File: src/rtl/uart_wb_master.sv
// uart_wb_master: serial command bridge acting as a single-transfer Wishbone classic master.
// Frames popped from the UART RX FIFO: cmd ('W' 0x57 / 'R' 0x52), ADDR_BYTES address bytes MSB
// first, then DATA_BYTES write-data bytes (writes only). Response pushed to the UART TX FIFO:
// status 'K' 0x4B or 'E' 0x45, followed by DATA_BYTES read-data bytes after a successful read.
// Ports:
//   clk, reset                      clock, synchronous active-high reset
//   rx_empty, rd_data, rd_uart      UART RX FIFO status/head byte and pop pulse
//   tx_full, w_data, wr_uart        UART TX FIFO status, byte and push pulse
//   wb_cyc_o .. wb_sel_o            Wishbone master request signals
//   wb_dat_i, wb_ack_i, wb_err_i    Wishbone slave response
//   busy                            FSM is not idle
//   bus_fault                       one-cycle pulse on slave error or bus timeout
module uart_wb_master #(
    parameter int unsigned ADDR_BYTES     = 4,
    parameter int unsigned DATA_BYTES     = 4,
    parameter int unsigned TIMEOUT_CYCLES = 1024,
    parameter int unsigned TIMEOUT_SIZE   = 11
) (
    input  logic                      clk,
    input  logic                      reset,
    input  logic                      rx_empty,
    input  logic [7:0]                rd_data,
    output logic                      rd_uart,
    input  logic                      tx_full,
    output logic [7:0]                w_data,
    output logic                      wr_uart,
    output logic                      wb_cyc_o,
    output logic                      wb_stb_o,
    output logic                      wb_we_o,
    output logic [8*ADDR_BYTES-1:0]   wb_adr_o,
    output logic [8*DATA_BYTES-1:0]   wb_dat_o,
    output logic [DATA_BYTES-1:0]     wb_sel_o,
    input  logic [8*DATA_BYTES-1:0]   wb_dat_i,
    input  logic                      wb_ack_i,
    input  logic                      wb_err_i,
    output logic                      busy,
    output logic                      bus_fault
);

    localparam int unsigned AW    = 8 * ADDR_BYTES;
    localparam int unsigned DW    = 8 * DATA_BYTES;
    localparam int unsigned CNT_W = 8;

    localparam logic [7:0] CMD_W  = 8'h57;
    localparam logic [7:0] CMD_R  = 8'h52;
    localparam logic [7:0] ST_OK  = 8'h4B;
    localparam logic [7:0] ST_ERR = 8'h45;

    typedef enum logic [2:0] {
        IDLE,
        GET_ADDR,
        GET_DATA,
        BUS,
        SEND_STATUS,
        SEND_DATA
    } state_t;

    state_t                    state_q, state_d;
    logic [CNT_W-1:0]          cnt_q, cnt_d;
    logic [TIMEOUT_SIZE-1:0]   tmo_q, tmo_d;
    logic                      op_wr_q, op_wr_d;
    logic [7:0]                status_q, status_d;
    logic [DW-1:0]             rdat_q, rdat_d;

    logic                      rd_uart_d, wr_uart_d, cyc_d, stb_d, we_d, busy_d, fault_d;
    logic [7:0]                w_data_d;
    logic [AW-1:0]             adr_d;
    logic [DW-1:0]             dat_d;
    logic                      rx_take, tx_put, bus_done;

    // A byte is handled only when the previous pop/push pulse has cleared, so the FIFO head is fresh
    assign rx_take = !rx_empty && !rd_uart;
    assign tx_put  = !tx_full && !wr_uart;

    assign wb_sel_o = '1;

    // State and registered outputs
    always_ff @(posedge clk) begin
        if (reset) begin
            state_q   <= IDLE;
            cnt_q     <= '0;
            tmo_q     <= '0;
            op_wr_q   <= 1'b0;
            status_q  <= '0;
            rdat_q    <= '0;
            rd_uart   <= 1'b0;
            wr_uart   <= 1'b0;
            w_data    <= '0;
            wb_cyc_o  <= 1'b0;
            wb_stb_o  <= 1'b0;
            wb_we_o   <= 1'b0;
            wb_adr_o  <= '0;
            wb_dat_o  <= '0;
            busy      <= 1'b0;
            bus_fault <= 1'b0;
        end else begin
            state_q   <= state_d;
            cnt_q     <= cnt_d;
            tmo_q     <= tmo_d;
            op_wr_q   <= op_wr_d;
            status_q  <= status_d;
            rdat_q    <= rdat_d;
            rd_uart   <= rd_uart_d;
            wr_uart   <= wr_uart_d;
            w_data    <= w_data_d;
            wb_cyc_o  <= cyc_d;
            wb_stb_o  <= stb_d;
            wb_we_o   <= we_d;
            wb_adr_o  <= adr_d;
            wb_dat_o  <= dat_d;
            busy      <= busy_d;
            bus_fault <= fault_d;
        end
    end

    // Next-state and next-output logic
    always_comb begin
        state_d   = state_q;
        cnt_d     = cnt_q;
        tmo_d     = tmo_q;
        op_wr_d   = op_wr_q;
        status_d  = status_q;
        rdat_d    = rdat_q;
        rd_uart_d = 1'b0;
        wr_uart_d = 1'b0;
        w_data_d  = w_data;
        cyc_d     = wb_cyc_o;
        stb_d     = wb_stb_o;
        we_d      = wb_we_o;
        adr_d     = wb_adr_o;
        dat_d     = wb_dat_o;
        fault_d   = 1'b0;
        bus_done  = 1'b0;

        case (state_q)
            IDLE: begin
                if (rx_take) begin
                    rd_uart_d = 1'b1;
                    cnt_d     = '0;
                    if (rd_data == CMD_W) begin
                        op_wr_d = 1'b1;
                        we_d    = 1'b1;
                        state_d = GET_ADDR;
                    end else if (rd_data == CMD_R) begin
                        op_wr_d = 1'b0;
                        we_d    = 1'b0;
                        state_d = GET_ADDR;
                    end
                end
            end

            GET_ADDR: begin
                if (rx_take) begin
                    rd_uart_d = 1'b1;
                    adr_d     = (wb_adr_o << 8) | AW'(rd_data);
                    if (cnt_q == CNT_W'(ADDR_BYTES - 1)) begin
                        cnt_d = '0;
                        if (op_wr_q) begin
                            state_d = GET_DATA;
                        end else begin
                            state_d = BUS;
                            cyc_d   = 1'b1;
                            stb_d   = 1'b1;
                            tmo_d   = '0;
                        end
                    end else begin
                        cnt_d = cnt_q + CNT_W'(1);
                    end
                end
            end

            GET_DATA: begin
                if (rx_take) begin
                    rd_uart_d = 1'b1;
                    dat_d     = (wb_dat_o << 8) | DW'(rd_data);
                    if (cnt_q == CNT_W'(DATA_BYTES - 1)) begin
                        cnt_d   = '0;
                        state_d = BUS;
                        cyc_d   = 1'b1;
                        stb_d   = 1'b1;
                        tmo_d   = '0;
                    end else begin
                        cnt_d = cnt_q + CNT_W'(1);
                    end
                end
            end

            BUS: begin
                tmo_d = tmo_q + TIMEOUT_SIZE'(1);
                // err wins over ack, ack wins over timeout
                if (wb_err_i) begin
                    status_d = ST_ERR;
                    fault_d  = 1'b1;
                    bus_done = 1'b1;
                end else if (wb_ack_i) begin
                    if (!op_wr_q) begin
                        rdat_d = wb_dat_i;
                    end
                    status_d = ST_OK;
                    bus_done = 1'b1;
                end else if (tmo_q == TIMEOUT_SIZE'(TIMEOUT_CYCLES - 1)) begin
                    status_d = ST_ERR;
                    fault_d  = 1'b1;
                    bus_done = 1'b1;
                end
                if (bus_done) begin
                    cyc_d   = 1'b0;
                    stb_d   = 1'b0;
                    we_d    = 1'b0;
                    state_d = SEND_STATUS;
                end
            end

            SEND_STATUS: begin
                if (tx_put) begin
                    wr_uart_d = 1'b1;
                    w_data_d  = status_q;
                    cnt_d     = '0;
                    state_d   = (status_q == ST_OK && !op_wr_q) ? SEND_DATA : IDLE;
                end
            end

            SEND_DATA: begin
                if (tx_put) begin
                    wr_uart_d = 1'b1;
                    w_data_d  = rdat_q[DW-1 -: 8];
                    rdat_d    = rdat_q << 8;
                    if (cnt_q == CNT_W'(DATA_BYTES - 1)) begin
                        cnt_d   = '0;
                        state_d = IDLE;
                    end else begin
                        cnt_d = cnt_q + CNT_W'(1);
                    end
                end
            end

            default: begin
                state_d = IDLE;
            end
        endcase

        busy_d = (state_d != IDLE);
    end

endmodule

File: config.mk
export PLATFORM = sky130hd
export DESIGN_NAME = uart_wb_master
export DESIGN_NICKNAME = d
export VERILOG_FILES = /design/src/rtl/uart_wb_master.sv
export SDC_FILE = /design/constraint.sdc
export NUM_CORES = 1
export LEC_CHECK = 0
export ABC_AREA = 0
export CAP_MARGIN = 20
export CORE_ASPECT_RATIO = 0.6
export CORE_MARGIN = 4
export CORE_UTILIZATION = 50
export CTS_CLUSTER_DIAMETER = 60
export DETAILED_ROUTE_END_ITERATION = 16
export PLACE_DENSITY_LB_ADDON = 0.3
export SLEW_MARGIN = 20
export SYNTH_ARGS = -nofsm -noshare
export SYNTH_HDL_FRONTEND = slang
export SYNTH_SLANG_ARGS = --single-unit
export TNS_END_PERCENT = 30
File: constraint.sdc
create_clock -name clk -period 2.2 [get_ports clk]
set_clock_uncertainty 0.15 [all_clocks]
set_input_delay 0.44 -clock clk [delete_from_list [all_inputs] [get_ports clk]]
set_output_delay 0.44 -clock clk [all_outputs]
set_load 0.1 [all_outputs]
==> summary.txt <==
Run status
  – Status: completed

STA
  – RSZ-0062 raised after global routing: false
  – Fin. max-slew vios: 0
  – Final setup fails: 0
  – TNS Setup: 0 ns
  – Max_slew headroom: 66.4%
  – Final period util: 94.7%
  – Worst slew pin tran: 0.498 ns
  – Final hold vios: 0
  – Fmax: 480 MHz
  – Period minus WS final: 2.08 ns

Worst setup path
  – Crit-path cells: ha_4 -> nor4b_4 -> a31o_2 -> a31oi_1 -> a311o_1 -> a211o_1
  – Worst path max stage delay: 0.38 ns
  – Buffer and inverter count on the worst path: 0
  – R2r setup slk: 0.12 ns
  – CP arrival: 2.24 ns
  – Critical Path Slowest Stage Cell: dfxtp_2
  – Crit path required time: 2.35 ns
  – CP max FO: 5
  – Startpoint types: flop
  – Critical path class: reg2reg
  – Setup crit end kind: flop
  – Crit-path leading delay family: compound AO/OA/AOI/OAI gates

Global route
  – Met1 usage: 33.8%
  – Met2 usage: 35.1%
  – Busiest grt layer: met2
  – Gr ovfl total: 0
  – Antenna violations before repair: 0
  – First-pass GRT wire length: 24,900 µm
  – Met3 usage: 6.26%
  – Vias in the first global route: 4,918
  – Pin count of the biggest net entering global routing: 96
  – Gr usage total: 23.5%

Logic synthesis
  – Top cells by area, synth: dfxtp_1, nand2_1, a21oi_1
  – Seq cells post-synth: 136
  – Synth unique cells: 57
  – Synth warn: 0
  – Avg Cell Area, Syn: 8.11 µm²
  – Post-synthesis sequential area ratio: 48.6%
  – Post-synthesis cell area: 0.00560 mm²
  – EDFF count, synth: 0
  – Count leader, synth: nand2_1
  – Top_reg_cell synth: dfxtp_1
  – Synth area leader: dfxtp_1
  – Post-synth ARST share: 0%
  – Top cell type's share of synthesized area: 48.6%
  – Post-Synthesis Cells: 690
  – Commonest cells in the netlist: nand2_1, dfxtp_1, a21oi_1

Route
  – WL final: 15,700 µm
  – Post-DRT Antenna Nets: 0
  – WL/cell: 16.1 µm
  – # DRC: 0
  – Vias per cell: 5.58
  – DRT iter0 DRCs: 414
  – Via count: 5,447
  – Drt first pass iters: 7

Flow run
  – Maxcap violations: 0

Die
  – Die Y-Extent: 90.0 µm
  – Die Wd: 145 µm
  – Core ar.: 0.0107 mm²
  – Die Area: 0.0130 mm²
  – Initial Util: 52.1%
  – FP Rows: 29
  – Boundary Pins: 129

Power and ir drop
  – Lkg Pwr: 2.84 nW
  – Final Total Pwr: 5.73 mW
  – Comb power frac: 4.4%
  – Sw Ratio: 21.7%
  – Maximum VDD drop: 619 µV
  – Int Power: 4.49 mW
  – Switch Pwr: 1.25 mW
  – P per Cell Area: 750 mW/mm²
  – Sequential Power Share: 43.2%
  – Clock power share: 52.4%

Finish
  – Area grow syn2layout: 36.5%
  – Final core utilization: 71.1%
  – Final Net Count: 872
  – Layout cells sized above 1: 21.5%
  – N_diodes: 0

Place
  – Post-DP HPWL: 10,800 µm
  – Final RePlAce weighted congestion: 0.894
  – IO buf count: 124

CTS
  – Worst-path clk slew: 0.06 ns
  – Later-pin clock latency in the skew report: 0.42 ns
  – CTS buffer count: 17
  – CTS root buf: clkbuf_16
  – CTS tree: yes
  – Max clock buf depth: 2
  – Clk sinks: 136
  – CTS H-tree depth: 4
  – Setup Buffers After CTS: 0

Worst hold path
  – Hold Path Class: in2reg
kinds of logic (layout without fill, tap and decap cells):
logic type | count (synthesis) | after routing | share of synthesized area [%]
and+or+nand+nor | 322 | 322 | 25.3
AOI/OAI and AO/OA | 162 | 162 | 19.3
DFF | 136 | 136 | 48.6
buffers and inverters | 59 | 203 | 5.05
xor gates and xnor gates | 8 | 8 | 1.25
adders and majority gates | 2 | 2 | 0.447
other | 1 | 4 | 0.0670
placed cells by master (no fill, tap or decap), drive strengths merged, types with 3 or more instances in the layout:
master and instances:
clkinvlp 3, nor2 54, and3 3, clkdlybuf4s50 44
a311oi 31, nor4b 4, o21ai 10, a21o 4
nand2 204, a211oi 3, inv 9, nand4b 3
xor2 4, a31oi 3, and4 3, dfxtp 136
conb 4, nand3 14, buf 121, bufinv 4
nor2b 4, clkbuf 18, nand4 6, nand2b 4
and2 3, nor3 10, a22oi 5, a21oi 92
xnor2 4, clkinv 4
power by group through the flow:
stage               Combinational [mW]  Sequential (mW)  Clock [mW]
finish                           0.254             2.47        3.00
floorplan                        0.109             2.53           0
global placement                 0.246             2.53           0
detailed placement               0.249             2.53           0
global route                     0.269             2.47        3.14
CTS                              0.251             2.47        3.03
repair_timing:
item                                    CTS  global route
resized for setup                         0             6
hold endpoints to repair                  0             0
endpoints found under the setup margin    0             4
hold buffers                              0             0
path summary, 6_finish.rpt:
kind / from / to / depth (start not counted)
min reg2reg: wb_dat_o[26] / wb_dat_o[26] / 2
max reg2reg: cnt_q[0] / busy / 6
min: reset / bus_fault / 3
max: cnt_q[0] / busy / 6
layer usage:
| layer | part of all wire (%) | up-vias |
|---|---|---|
| met4 | 1.2 | 0 |
| met3 | 7.7 | 25 |
| met2 | 46 | 209 |
| li1 | - | 2626 |
| met1 | 45 | 2587 |
| met5 | 0 | - |
worst register-to-register path, delay by kind of cell, from the launching register on:
| family | cells | cell delay, ns |
|---|---|---|
| adder cells (fa/ha/maj) | 1 | 0.17 |
| flip-flops | 1 | 0.38 |
| AND/OR/NAND/NOR | 1 | 0.33 |
| AO/OA/AOI/OAI | 4 | 0.95 |
cell type report:
type	count	area, µm²
clock buffers	18	429
clock inverters	14	196
fillers	793	3100
inverters	6	22.5
multi-input cells	498	2640
flip-flops and latches	136	2730
well taps	139	174
repair buffers	165	1450
registers in the layout, indices dropped and copies added (netlist names):
name,cells
rd_uart,1
op_wr_q,1
w_data,8
state_q,3
wb_stb_o,1
status_q,3
wb_we_o,1
wb_adr_o,32
busy,1
wr_uart,1
wb_dat_o,32
bus_fault,1
cnt_q,8
rdat_q,32
tmo_q,11
per-stage QoR:
stage | worst slack, ns | cell area, µm² | instances | hold WS [ns]
finish | 0.116 | 7640 | 976 | 0.278
global route | 0.0203 | 7640 | 976 | 0.283
CTS | 0.0176 | 7620 | 976 | 0.269
detailed placement | -0.134 | 6990 | 944 | 0.297
global placement | -0.0785 | 6990 | 944 | 0.291
floorplan | 0.201 | 5610 | 693 | 0.282
Note: power is estimated with default switching activity, not from simulation.
